==> config.mk <==
export PLATFORM = sky130hd
export DESIGN_NAME = id_stage
export DESIGN_NICKNAME = d
export VERILOG_FILES = /design/src/rtl/id_stage.sv
export SDC_FILE = /design/constraint.sdc
export NUM_CORES = 2
export LEC_CHECK = 0
export CORE_AREA = 5 5 308 310
export CTS_BUF_LIST = sky130_fd_sc_hd__clkbuf_16
export DETAILED_ROUTE_END_ITERATION = 10
export DIE_AREA = 0 0 313 315
export PLACE_DENSITY = 0.85
export SLEW_MARGIN = 15
export SYNTH_ARGS = -nofsm -noshare
export SYNTH_HDL_FRONTEND = slang
export SYNTH_SLANG_ARGS = --single-unit
export TNS_END_PERCENT = 100
==> constraint.sdc <==
create_clock -name i_clk -period 11.71 [get_ports i_clk]
set_clock_uncertainty 0.05 [all_clocks]
set_input_delay 2.342 -clock i_clk [delete_from_list [all_inputs] [get_ports i_clk]]
set_output_delay 2.342 -clock i_clk [all_outputs]
set_load 0.1 [all_outputs]
==> src/rtl/id_stage.sv <==
// Instruction-decode stage: IF/ID pipeline register, 32x32 register file with
// write-through bypass, immediate generation and early branch/JAL resolution.
module id_stage #(
  parameter logic [31:0] NOP_INST = 32'h0000_0013
) (
  input  logic        i_clk,
  input  logic        i_rstn,
  input  logic        i_valid,
  input  logic [31:0] i_inst,
  input  logic [31:0] i_pc,
  input  logic        i_stall,
  input  logic        i_flush,
  input  logic        i_wb_en,
  input  logic [4:0]  i_wb_rd,
  input  logic [31:0] i_wb_data,
  output logic        o_valid,
  output logic [31:0] o_pc,
  output logic [31:0] o_inst,
  output logic [31:0] o_rs1_data,
  output logic [31:0] o_rs2_data,
  output logic [4:0]  o_rd,
  output logic [31:0] o_imm_i,
  output logic [31:0] o_imm_b,
  output logic [31:0] o_imm_j,
  output logic        o_btaken,
  output logic        o_jal,
  output logic        o_illegal
);

  localparam logic [6:0] OP_LUI    = 7'b0110111;
  localparam logic [6:0] OP_AUIPC  = 7'b0010111;
  localparam logic [6:0] OP_JAL    = 7'b1101111;
  localparam logic [6:0] OP_JALR   = 7'b1100111;
  localparam logic [6:0] OP_BRANCH = 7'b1100011;
  localparam logic [6:0] OP_LOAD   = 7'b0000011;
  localparam logic [6:0] OP_STORE  = 7'b0100011;
  localparam logic [6:0] OP_IMM    = 7'b0010011;
  localparam logic [6:0] OP_REG    = 7'b0110011;

  logic        r_valid;
  logic [31:0] r_inst;
  logic [31:0] r_pc;
  logic [31:0] r_regs [32];

  logic [6:0]  w_opcode;
  logic [2:0]  w_funct3;
  logic [4:0]  w_rs1;
  logic [4:0]  w_rs2;
  logic        w_wb_active;
  logic [31:0] w_rs1_data;
  logic [31:0] w_rs2_data;
  logic        w_cond;
  logic        w_bad_funct3;
  logic        w_known_op;

  // Register writes proceed regardless of stall/flush; only reset discards them.
  always_ff @(posedge i_clk) begin
    if (!i_rstn) begin
      r_valid <= 1'b0;
      r_inst  <= NOP_INST;
      r_pc    <= 32'd0;
      for (int i = 0; i < 32; i++) r_regs[i] <= 32'd0;
    end else begin
      if (i_flush) begin
        r_valid <= 1'b0;
        r_inst  <= NOP_INST;
        r_pc    <= 32'd0;
      end else if (!i_stall) begin
        r_valid <= i_valid;
        r_inst  <= i_valid ? i_inst : NOP_INST;
        r_pc    <= i_pc;
      end
      if (w_wb_active) r_regs[i_wb_rd] <= i_wb_data;
    end
  end

  assign w_opcode    = r_inst[6:0];
  assign w_funct3    = r_inst[14:12];
  assign w_rs1       = r_inst[19:15];
  assign w_rs2       = r_inst[24:20];
  assign w_wb_active = i_wb_en && (i_wb_rd != 5'd0);

  // Same-cycle bypass so a writeback landing now is seen by this decode.
  always_comb begin
    w_rs1_data = r_regs[w_rs1];
    w_rs2_data = r_regs[w_rs2];
    if (w_rs1 == 5'd0) w_rs1_data = 32'd0;
    else if (w_wb_active && i_wb_rd == w_rs1) w_rs1_data = i_wb_data;
    if (w_rs2 == 5'd0) w_rs2_data = 32'd0;
    else if (w_wb_active && i_wb_rd == w_rs2) w_rs2_data = i_wb_data;
  end

  always_comb begin
    w_cond       = 1'b0;
    w_bad_funct3 = 1'b0;
    case (w_funct3)
      3'b000:  w_cond = (w_rs1_data == w_rs2_data);
      3'b001:  w_cond = (w_rs1_data != w_rs2_data);
      3'b100:  w_cond = ($signed(w_rs1_data) <  $signed(w_rs2_data));
      3'b101:  w_cond = ($signed(w_rs1_data) >= $signed(w_rs2_data));
      3'b110:  w_cond = (w_rs1_data <  w_rs2_data);
      3'b111:  w_cond = (w_rs1_data >= w_rs2_data);
      default: w_bad_funct3 = 1'b1;
    endcase
  end

  always_comb begin
    w_known_op = 1'b0;
    case (w_opcode)
      OP_LUI, OP_AUIPC, OP_JAL, OP_JALR, OP_BRANCH,
      OP_LOAD, OP_STORE, OP_IMM, OP_REG: w_known_op = 1'b1;
      default:                           w_known_op = 1'b0;
    endcase
  end

  assign o_valid    = r_valid;
  assign o_pc       = r_pc;
  assign o_inst     = r_inst;
  assign o_rs1_data = w_rs1_data;
  assign o_rs2_data = w_rs2_data;
  assign o_rd       = r_inst[11:7];
  assign o_imm_i    = {{20{r_inst[31]}}, r_inst[31:20]};
  assign o_imm_b    = {{19{r_inst[31]}}, r_inst[31], r_inst[7], r_inst[30:25], r_inst[11:8], 1'b0};
  assign o_imm_j    = {{11{r_inst[31]}}, r_inst[31], r_inst[19:12], r_inst[20], r_inst[30:21], 1'b0};
  assign o_jal      = r_valid && (w_opcode == OP_JAL);
  assign o_btaken   = r_valid && (w_opcode == OP_BRANCH) && w_cond && !w_bad_funct3;
  assign o_illegal  = r_valid && (!w_known_op || ((w_opcode == OP_BRANCH) && w_bad_funct3));

endmodule

==> reports/qor.yml <==
timing:
  setup_slack_ps: 892
  max_freq_ghz: 0.0924
  worst_pin_slew_ps: 1250
  post-route-min-period_ps: 10820
  slew_headroom_pct: 16.4
  hold_viol: 0
  whs_ps: 444
  rsz0062_at_grt: "no"
  fin_crit_sh_pct: 92.4
  finalSetupTns_ps: 0
  setup_viol: 0
  maxSlewViolCount: 0
worst_setup_path:
  critPathKind: "in2out"
  worst_setup_path_start_kind: "primary input"
  worstPathCellList: "clkdlybuf4s50_1 > nor3_1 > a21boi_0 > nand4_1 > buf_4 > nor2_1 > a211oi_1 > ha_1 > nand4_1 > nor3_1 > nand3_1 > and4_1 > o22a_1 > nor4_2 > buf_12"
  reg2reg_from: "o_inst[17]$_SDFFE_PP0N_"
  crit_required_ps: 9320
  timing.critical_path.from: "i_wb_rd[2]"
  arrival_ps: 8430
  r2r_slack_ps: 10000
  max_stage_delay_ps: 990
  crit_path_max_fanout: 64
  reg2reg_depth: 2
  worst_path_max_delay_cell: "nor3_1"
  endpoint_kind: "output port"
worst_hold_path:
  min_from: "o_pc[4]$_SDFFE_PP0N_"
  whs_path_depth: 2
  holdPathEnd: "o_pc[4]$_SDFFE_PP0N_"
  hold_path_class: "reg2reg"
clock_tree:
  cts.repair.resized: 0
  clock_path_buffers: 3
  cts_made_buffers: 114
  clk_pin_slew_ps: 60
  clock_latency_ps: 700
  cts_tree: "yes"
  clock-sinks: 1099
  hold_buffers: 0
  clockRootBuffer: "clkbuf_16"
  postCtsSetupBuffers: 0
  cts.htree.levels: 3
floorplanning:
  io_pins: 340
  rows: 111
  die_width_um: 313
  initial_core_util_pct: 64.5
  die_area_um2: 98600
  die_h_um: 315
  core_area_um2: 91400
yosys:
  ys_ff_latch: 1099
  synth_ff_type: "edfxtp_1"
  netlist_instances: 3817
  yosysTopAreaCellShare_pct: 52.1
  synth-async-reset-ratio_pct: 0
  synth_warnings: 0
  synth.distinct_cells: 43
  netlist_top_cells_count: "edfxtp_1, and2_1, mux4_2"
  synthTopCellsByArea: "edfxtp_1, mux4_2, and2_1"
  synth_top_cell_by_area: "edfxtp_1"
  postSynthAreaPerCell_um2: 15.5
  syn_area_um2: 59000
  yosysSeqAreaShare_pct: 54.7
  synth_edf_count: 1024
  post-synth-top-count-cell: "edfxtp_1"
global_route:
  grt_pass1_wl_um: 282000
  overflow: 0
  antenna_found_initial: 28
  first_global_vias: 39200
  grt_usage_pct: 40.6
  grt_start_max_net_pins: 132
routing:
  vias_per_cell: 7.54
  vias: 39500
  dr.pass1.iters: 6
  drtIter0Drc: 7389
  avgRoutedWirePerCell_um: 38.4
  drc: 0
  wl_um: 201000
  ant_nets: 0
status:
  status: "completed"
power:
  power.total_uw: 9320
  power_leakage_uw: 0.0221
  ir_worst_vdd_mv: 0.122
  power_density_nw_per_um2: 139
placed_design:
  gp_congestion: 0.935
  portBuffers: 337
  dpl_worst_slack_ps: 1500
  placed_cell_area_um2: 63200
  hpwl_um: 113000
final_layout:
  layout.nets: 4061
  multi_input_area_um2: 25000
  final_cell_area_um2: 66900
  fill_cells: 5328
  drive_above_1_share_pct: 25.9
  area_delta_synth_final_pct: 13.4
  seq_area_um2: 32300
run:
  drv_cap: 0
critical path, delay by kind of cell:
| kind | cells | cell delay [ps] |
|---|---|---|
| and+or+nand+nor | 8 | 3470 |
| buffers and inverters | 3 | 1410 |
| adders and majority gates | 1 | 300 |
| AOI/OAI and AO/OA | 3 | 820 |
flip-flops by register name, indices dropped and copies added (netlist names), named ones only:
name     flops
r_regs    1024
o_pc        32
o_valid      1
o_inst      32
report_power, final:
| group | leakage [uW] | internal, uW | switching [uW] | total, uW |
|---|---|---|---|---|
| sequential | 0.0104 | 4500 | 128 | 4630 |
| clock | 0.00187 | 2010 | 1570 | 3570 |
| combinational | 0.00988 | 404 | 716 | 1120 |
| total | 0.0221 | 6910 | 2410 | 9320 |
worst max path at each step:
stage                to  cells after the start
3_5_place_dp   o_btaken                     15
3_3_place_gp   o_btaken                     17
6_report       o_btaken                     15
4_1_cts        o_btaken                     15
5_1_grt        o_btaken                     16
2_1_floorplan  o_btaken                     15
cell families after synthesis:
kind of cell / Yosys count / share of synthesized area, %
other: 1 / 0.00636
multiplexers: 738 / 26.1
adder cells (fa/ha/maj): 32 / 0.679
buffers and inverters: 522 / 4.15
AND/OR/NAND/NOR: 1254 / 12.5
flip-flops: 1099 / 54.7
XOR/XNOR: 10 / 0.148
AO/OA/AOI/OAI: 161 / 1.72
metal layers:
layer	track usage (%)	up-vias	wire, um
met5	0	-	98
li1	-	14700	-
met2	59.0	4305	86800
met3	17.7	1009	37600
met4	26.0	16	16600
met1	50.4	19400	59700
layout by cell type, fill, tap and decap left out, drive strengths merged, types with 2 or more instances in the layout:
cell              n
edfxtp         1024
and2            992
mux4            640
clkdlybuf4s50   320
nor2            132
buf             123
clkbuf          117
mux2i            98
dfxtp            75
o21ai            67
clkinv           60
inv              59
nand2            51
conb             34
a211oi           33
or2              33
ha               32
a22oi            29
diode            27
a21oi            12
nand3            10
nand4             9
bufinv            9
nor3              6
xor2              6
and4              6
a21o              6
clkinvlp          6
a21boi            4
xnor2             4
nor2b             4
nand2b            3
nand3b            3
o22ai             3
or4               2
a221oi            2
stage by stage:
stage | util, % | instances
after floorplan | - | 3850
after global placement | 69.1 | 4992
after detailed placement | 69.1 | 4992
after CTS | 73.1 | 5208
after global routing | 73.2 | 5219
final | 73.2 | 5235
cell type report:
| type | count | area share (%) |
|---|---|---|
| multi-input cells | 2229 | 37.4 |
| repair buffers | 443 | 6.33 |
| flip-flops and latches | 1099 | 48.3 |
| inverters | 35 | 0.196 |
| clock inverters | 99 | 1.10 |
| clock buffers | 117 | 4.38 |
| well taps | 1186 | 2.22 |
| diodes | 27 | 0.101 |
Note: power is estimated with default switching activity, not from simulation.
